## config.mk

```make
export PLATFORM = sky130hd
export DESIGN_NAME = ps2_host_tx
export DESIGN_NICKNAME = d
export VERILOG_FILES = /design/src/rtl/ps2_host_tx.sv
export SDC_FILE = /design/constraint.sdc
export NUM_CORES = 1
export LEC_CHECK = 0
export ABC_CLOCK_PERIOD_IN_PS = 3600
export CELL_PAD_IN_SITES_DETAIL_PLACEMENT = 0
export CELL_PAD_IN_SITES_GLOBAL_PLACEMENT = 2
export CORE_MARGIN = 1
export CORE_UTILIZATION = 30
export DETAILED_ROUTE_END_ITERATION = 8
export HOLD_SLACK_MARGIN = 0.03
export PLACE_DENSITY_LB_ADDON = 0.1
export SKIP_CTS_REPAIR_TIMING = 1
export SYNTH_ARGS = -nofsm -noshare
export SYNTH_HDL_FRONTEND = slang
export SYNTH_SLANG_ARGS = --single-unit
```

## constraint.sdc

```tcl
create_clock -name clk -period 3.6 [get_ports clk]
set_clock_uncertainty 0.2 [all_clocks]
set_input_delay 0.72 -clock clk [delete_from_list [all_inputs] [get_ports clk]]
set_output_delay 0.72 -clock clk [all_outputs]
set_load 0.03 [all_outputs]
```

## src/rtl/ps2_host_tx.sv

```systemverilog
// PS/2 host-to-device transmitter: inhibit, request-to-send, bit shifting on
// device clock falls, ACK check and bus-idle wait, with a per-phase timeout.
module ps2_host_tx #(
   parameter int unsigned INHIBIT_CYCLES = 5000,
   parameter int unsigned TIMEOUT_CYCLES = 1000000
) (
   input  logic       clk,
   input  logic       rst,
   input  logic       tx_valid,
   input  logic [7:0] tx_data,
   output logic       tx_ready,
   output logic       tx_done,
   output logic       tx_err,
   output logic       busy,
   input  logic       ps2_clk_in,
   input  logic       ps2_dat_in,
   output logic       ps2_clk_oe,
   output logic       ps2_dat_oe
);

   typedef enum logic [2:0] {
      S_IDLE,
      S_INHIBIT,
      S_REQ,
      S_SEND,
      S_ACK,
      S_WAIT_IDLE,
      S_DONE
   } state_t;

   localparam logic [19:0] INHIBIT_LAST = 20'(INHIBIT_CYCLES - 1);
   localparam logic [19:0] TIMEOUT_LIM  = 20'(TIMEOUT_CYCLES);

   state_t      state, state_next;
   logic [1:0]  clk_sync, dat_sync;
   logic        sync_clk, sync_dat, sync_clk_d;
   logic        fall, watch, fall_act, timeout, accept;
   logic [9:0]  shift;
   logic        cur_bit;
   logic [3:0]  bitcnt;
   logic [19:0] cnt;
   logic        err;

   assign sync_clk = clk_sync[1];
   assign sync_dat = dat_sync[1];
   assign fall     = sync_clk_d & ~sync_clk;
   // Our own clock inhibit also produces a fall; only device phases react to it.
   assign watch    = (state == S_SEND) || (state == S_ACK) || (state == S_WAIT_IDLE);
   assign fall_act = fall & watch;
   assign timeout  = watch & ~fall & (cnt == TIMEOUT_LIM);
   assign accept   = tx_valid & (state == S_IDLE);

   always_ff @(posedge clk or negedge rst) begin
      if (!rst) begin
         clk_sync   <= '1;
         dat_sync   <= '1;
         sync_clk_d <= 1'b1;
      end else begin
         clk_sync   <= {clk_sync[0], ps2_clk_in};
         dat_sync   <= {dat_sync[0], ps2_dat_in};
         sync_clk_d <= sync_clk;
      end
   end

   always_ff @(posedge clk or negedge rst) begin
      if (!rst) state <= S_IDLE;
      else      state <= state_next;
   end

   always_comb begin
      state_next = state;
      ps2_clk_oe = 1'b0;
      ps2_dat_oe = 1'b0;
      case (state)
         S_IDLE: begin
            if (tx_valid) state_next = S_INHIBIT;
         end
         S_INHIBIT: begin
            ps2_clk_oe = 1'b1;
            if (cnt == INHIBIT_LAST) state_next = S_REQ;
         end
         S_REQ: begin
            ps2_clk_oe = 1'b1;
            ps2_dat_oe = 1'b1;
            state_next = S_SEND;
         end
         S_SEND: begin
            if (timeout) begin
               state_next = S_DONE;
            end else begin
               ps2_dat_oe = ~cur_bit;
               if (fall && bitcnt == 4'd9) state_next = S_ACK;
            end
         end
         S_ACK: begin
            if (timeout)   state_next = S_DONE;
            else if (fall) state_next = S_WAIT_IDLE;
         end
         S_WAIT_IDLE: begin
            if (timeout || (sync_clk && sync_dat)) state_next = S_DONE;
         end
         S_DONE: begin
            state_next = S_IDLE;
         end
         default: begin
            state_next = S_IDLE;
         end
      endcase
   end

   always_ff @(posedge clk or negedge rst) begin
      if (!rst) begin
         shift   <= '0;
         cur_bit <= 1'b1;
         bitcnt  <= '0;
         cnt     <= '0;
         err     <= 1'b0;
      end else begin
         if (state == S_IDLE || state_next != state || fall_act) cnt <= '0;
         else                                                    cnt <= cnt + 20'd1;

         if (accept) begin
            shift   <= {1'b1, ~^tx_data, tx_data};
            cur_bit <= 1'b0;
            bitcnt  <= '0;
            err     <= 1'b0;
         end

         // Shift register feeds cur_bit so the start bit stays up until the first fall.
         if (state == S_SEND && fall) begin
            cur_bit <= shift[0];
            shift   <= {1'b1, shift[9:1]};
            bitcnt  <= bitcnt + 4'd1;
         end

         if (state == S_ACK && fall && sync_dat) err <= 1'b1;
         if (timeout)                            err <= 1'b1;
      end
   end

   assign tx_ready = (state == S_IDLE);
   assign busy     = (state != S_IDLE);
   assign tx_done  = (state == S_DONE);
   assign tx_err   = (state == S_DONE) & err;

endmodule

```

After elaboration in Yosys (flattened, before gate mapping). Index checks and enable logic that the tools add are counted. W data, S select, Z words.

Register bits: 44. Output and inout port bits: 6. Input port bits: 13. Logic and storage cells: 66.

Mux-type cells: 20. $add $sub $neg: 2. Bitwise operators: 9. Reduce and logical (&&, ||, !) cells: 16. Equality and inequality tests: 10.

Operator list (count): $mux W3 (7); $add A20 B1 Y20 const B (1); $eq A20 B13 Y1 const B (1); $eq A20 B20 Y1 const B (1); $mux W10 (2); $mux W20 (1); $pmux W3 S6 (1); $eq A3 B3 Y1 const B (3); $mux W4 (2); $reduce_xnor A8 Y1 (1); $and A1 B1 Y1 (6); $eq A3 B2 Y1 const B (2); $mux W1 (6); $reduce_bool A3 Y1 (2); $logic_and A1 B1 Y1 (5); $logic_or A1 B1 Y1 (5); $add A4 B1 Y4 const B (1); $eq A4 B4 Y1 const B (1); $eq A3 B1 Y1 const B (1); $logic_not A3 Y1 (1); $ne A3 B3 Y1 (1); $not A1 Y1 (3); $pmux W1 S2 (1); $reduce_bool A2 Y1 (1); $reduce_or A2 Y1 (1).

Logic depth before layout (Yosys ltp).
Word-level depth: 12. Depth in mapped cells: 7. Mapped depth without buffers: 6.

Least setup slack after synthesis. OpenSTA, ideal clock, no wires.

Path kind: register to output. Start point: register state[2]. End point: output port tx_err. Required time: 2.680 ns. Path slack: 0.760 ns. Path buffers: 2. Cell stages (with the launch flop): 5. Data arrival time: 1.920 ns. Cells stage by stage: dfrtp_1 > clkbuf_1 > buf_6 > nor3b_1 > and2_1.

Cells in the longest elaborated chain, start to end: 2.

RTL lines: start, declared (RTL line 34) `state_t state, state_next;`; start signal, assigned (RTL line 67) `else state <= state_next;`; $eq A3 B3 Y1; net tx_done (RTL line 12) `output logic tx_done,`; $and A1 B1 Y1 (RTL line 144) `assign tx_err = (state == S_DONE) & err;`; end, declared (RTL line 13) `output logic tx_err,`.

The timed path passes the listed nets, and every way through them passes these cells.

Worst setup path in the final report.
Start point: register cnt[2]. End point: output port ps2_dat_oe.

Cells in the longest elaborated chain, start to end: 4.

RTL lines: start, declared (RTL line 41) `logic [19:0] cnt;`; start signal, assigned (RTL line 120) `else cnt <= cnt + 20'd1;`; $eq A20 B20 Y1 (RTL line 50) `assign timeout = watch & ~fall & (cnt == TIMEOUT_LIM);`; $and A1 B1 Y1 (RTL line 50); $mux W1 (RTL line 88) `if (timeout) begin`; $pmux W1 S2 (RTL line 74) `case (state)`; end, declared (RTL line 18) `output logic ps2_dat_oe`.

Every way passes these cells.

==> Flow_metrics.wiki <==
{| class="wikitable"
! Metric !! Value
|-
| Num ports || 19
|-
| Data arrival time of the critical path || 2.56 ns
|-
| Total routed wirelength || 5.901 mm
|-
| Chain of cells forming the critical path || or4b_4, nor4_4, a21o_2, a21boi_0, clkdlybuf4s50_1
|-
| Drt drc || 0
|-
| Total number of vias || 1,883
|-
| Max_slew headroom || 0.3167
|-
| Synthesis-to-layout area growth || 14.52%
|-
| Antenna viol nets, final || 0
|-
| Net switching share of the total power || 0.2297
|-
| Combinational fraction of design power || 0.056
|-
| First-pass iteration count of the detailed router || 4
|-
| Largest net degree at the start of global routing || 32
|-
| Number of port buffers || 18
|-
| Width of the die || 93.10 um
|-
| Violation count after the first detailed-routing iteration || 112
|-
| Outcome || finished, final reports clean
|-
| Final number of setup-violating endpoints || 0
|-
| Maximum cell stage delay along the critical path || 0.61 ns
|-
| Measured slew at the worst slew-check pin || 1.025 ns
|-
| Average via count per standard cell || 5.231
|-
| Floorplan die height || 93.10 um
|-
| Synthesized instance count || 240
|-
| Clock period minus worst slack || 3.477 ns
|-
| Utilization after layout || 0.3615
|-
| Clock Tree Root || sky130_fd_sc_hd__clkbuf_8
|-
| RSZ-0062 raised after global routing || no
|-
| Total number of nets in the final design || 274
|-
| Clock tree buffer depth || 2
|-
| Total grt overflow || 0
|-
| CTS H-Tree Depth || 2
|-
| Detailed-placement wirelength estimate || 4.100 mm
|-
| Count of warnings emitted by yosys || 0
|-
| Synthesized flop and latch total || 44
|-
| Async SR Flop Fraction || 1.000
|-
| Setup TNS || 0 ns
|-
| Mean post-synth cell area || 10.37 um2
|-
| Maximum operating frequency || 287.6 MHz
|-
| Last weighted congestion value of the routability-driven placer || 0.7216
|-
| PD cells || 312.4 nW/um2
|-
| Cell type contributing the most total cell area after synthesis || sky130_fd_sc_hd__dfrtp_1
|-
| Wire length of the first global-routing pass || 10.08 mm
|-
| Most common cell in the netlist || sky130_fd_sc_hd__dfrtp_1
|-
| Maximum net fanout on the critical path || 7
|-
| Leakage || 1.169 nW
|-
| Final hold vios || 0
|-
| Number of antenna violations at the first check in global routing || 0
|-
| Path type of the worst setup path || flop to primary output
|-
| Vias in the first global route || 1,847
|-
| Number of buffers inserted during clock tree synthesis || 5
|-
| Clock Power Share || 0.370
|-
| Worst-path clk slew || 0.08 ns
|-
| Fraction of layout instances using a drive strength above 1 || 0.1550
|-
| Fraction of synthesized cell area taken by the top area cell type || 0.3819
|-
| Internal power || 686.2 uW
|-
| Max cap viols || 0
|-
| Final period util || 0.9659
|-
| Clock Sinks || 44
|-
| Worst min-delay path category || flop to flop
|-
| Worst VDD drop || 0.0001306 V
|-
| Max Transition Viols Final || 0
|-
| Final non-filler cell total || 360
|-
| Kind of capture point of the worst setup path || primary output
|-
| CTS tree || yes
|-
| Cell with the biggest individual delay on the critical path || sky130_fd_sc_hd__clkdlybuf4s50_1
|-
| Summed instance area of the synthesized netlist || 2490 um2
|-
| Clock latency at the later pin of the worst-skew pair || 0.29 ns
|-
| Number of distinct library cell variants in the gate-level netlist after synthesis || 58
|-
| Required time of the critical path || 2.68 ns
|-
| Instance count after placement with tap cells included || 352
|-
| Number of diodes added for antenna fixing || 0
|-
| Fraction of the yosys area taken by sequential cells || 0.4452
|-
| Commonest cells in the netlist || 38 x sky130_fd_sc_hd__dfrtp_1, 26 x sky130_fd_sc_hd__nand2_1, 12 x sky130_fd_sc_hd__xor2_1
|-
| Part of the total power dissipated in sequential elements || 0.573
|-
| Switch Pwr || 204.6 uW
|-
| Syn_nets || 257
|-
| Starting Density || 0.3157
|-
| Area of the core || 7888 um2
|-
| Area contributors post-synth || sky130_fd_sc_hd__dfrtp_1 38%, sky130_fd_sc_hd__dfstp_2 6.3%, sky130_fd_sc_hd__xor2_1 4.2%
|-
| Area of the die || 8668 um2
|-
| Aggregate global-route resource usage || 0.1487
|-
| Number of enable-type register cells in the synthesized netlist || 0
|-
| Placement row count || 32
|-
| Average wire length per cell after detail routing || 16.39 um
|-
| Startpoint types || flop
|-
| Most used flip-flop cell after synthesis || sky130_fd_sc_hd__dfrtp_1
|}
## power groups by stage
stage	clock (mW)	sequential (mW)	combinational, mW
final	0.330	0.511	0.0502
after global routing	0.367	0.512	0.0558
after CTS	0.344	0.511	0.0515
after detailed placement	0	0.520	0.0513
after global placement	0	0.520	0.0518
after floorplan	0	0.518	0.0208
## registers in the layout, summed over array words and instances, names as in the netlist
name,flops
err,1
cur_bit,1
dat_sync,2
sync_clk_d,1
bitcnt,4
state,3
shift,10
cnt,20
clk_sync,2
## final cells by class
class / count / area, um2
timing repair buffer: 27 / 242.7
inverter: 5 / 18.77
clock buffer: 8 / 90.09
tap: 102 / 127.6
fill: 776 / 5036
sequential: 44 / 1109
multi-input combinational: 174 / 1264
## per-stage QoR
step	hold slack, ns	power [mW]	setup slack [ns]	instance area, um2
finish	0.1607	0.8907	0.1226	2851
global route	0.1674	0.9349	0.001951	2851
CTS	0.1670	0.9060	0.07271	2851
detailed placement	0.1518	0.5715	0.4017	2761
global placement	0.1474	0.5718	0.4199	2761
floorplan	0.1452	0.5388	0.7596	2490
## worst max-delay path: cells and delay by family, from the launching register on
| kind | cells | cell delay, ns |
|---|---|---|
| AO/OA/AOI/OAI | 2 | 0.26 |
| buffers and inverters | 1 | 0.61 |
| flip-flops | 1 | 0.45 |
| AND/OR/NAND/NOR | 2 | 0.95 |
## path summary, 6_finish.rpt
kind,start,to,slack [ns],cells after the start
min in group asynchronous,rst,state[0]$_DFF_PN0_,0.28,1
max in group asynchronous,rst,cnt[10]$_DFF_PN0_,2.22,2
max reg2reg,cnt[0]$_DFF_PN0_,cnt[10]$_DFF_PN0_,1.02,6
min reg2reg,dat_sync[0]$_DFF_PN1_,dat_sync[1]$_DFF_PN1_,0.16,0
min,dat_sync[0]$_DFF_PN1_,dat_sync[1]$_DFF_PN1_,0.16,0
max,cnt[2]$_DFF_PN0_,ps2_dat_oe,0.12,5
## layout by cell type (no fill, tap or decap), types with 5 or more instances in the layout
| cell type | n |
|---|---|
| sky130_fd_sc_hd__dfrtp_1 | 38 |
| sky130_fd_sc_hd__nand3_1 | 9 |
| sky130_fd_sc_hd__dfstp_2 | 6 |
| sky130_fd_sc_hd__nor3_1 | 9 |
| sky130_fd_sc_hd__xor2_1 | 12 |
| sky130_fd_sc_hd__nand4_1 | 7 |
| sky130_fd_sc_hd__buf_4 | 9 |
| sky130_fd_sc_hd__clkbuf_8 | 6 |
| sky130_fd_sc_hd__clkdlybuf4s50_1 | 17 |
| sky130_fd_sc_hd__nor4_1 | 6 |
| sky130_fd_sc_hd__a22oi_1 | 9 |
| sky130_fd_sc_hd__nor2_1 | 6 |
| sky130_fd_sc_hd__inv_1 | 5 |
| sky130_fd_sc_hd__a21oi_1 | 5 |
| sky130_fd_sc_hd__xnor2_1 | 9 |
| sky130_fd_sc_hd__nand2_1 | 26 |
| sky130_fd_sc_hd__o21ai_0 | 6 |
## cell families (layout without fill, tap and decap cells)
| logic type | Yosys count | in the layout | share of synthesized area |
|---|---|---|---|
| DFF | 44 | 44 | 0.4452 |
| xor gates and xnor gates | 21 | 21 | 0.07387 |
| muxes | 2 | 2 | 0.008543 |
| buffers and inverters | 22 | 40 | 0.05025 |
| and+or+nand+nor | 105 | 105 | 0.2673 |
| AOI/OAI and AO/OA | 42 | 42 | 0.1347 |
| adders and majority gates | 4 | 4 | 0.02010 |
## layer usage
metal | up-vias | global-route usage | part of all wire
li1 | 914 | - | -
met1 | 930 | 0.2291 | 0.54
met2 | 37 | 0.2126 | 0.42
met3 | 2 | 0.02602 | 0.029
met4 | 0 | 0.03590 | 0.0051
met5 | - | 0 | 0
(Power assumes the default switching activity.)
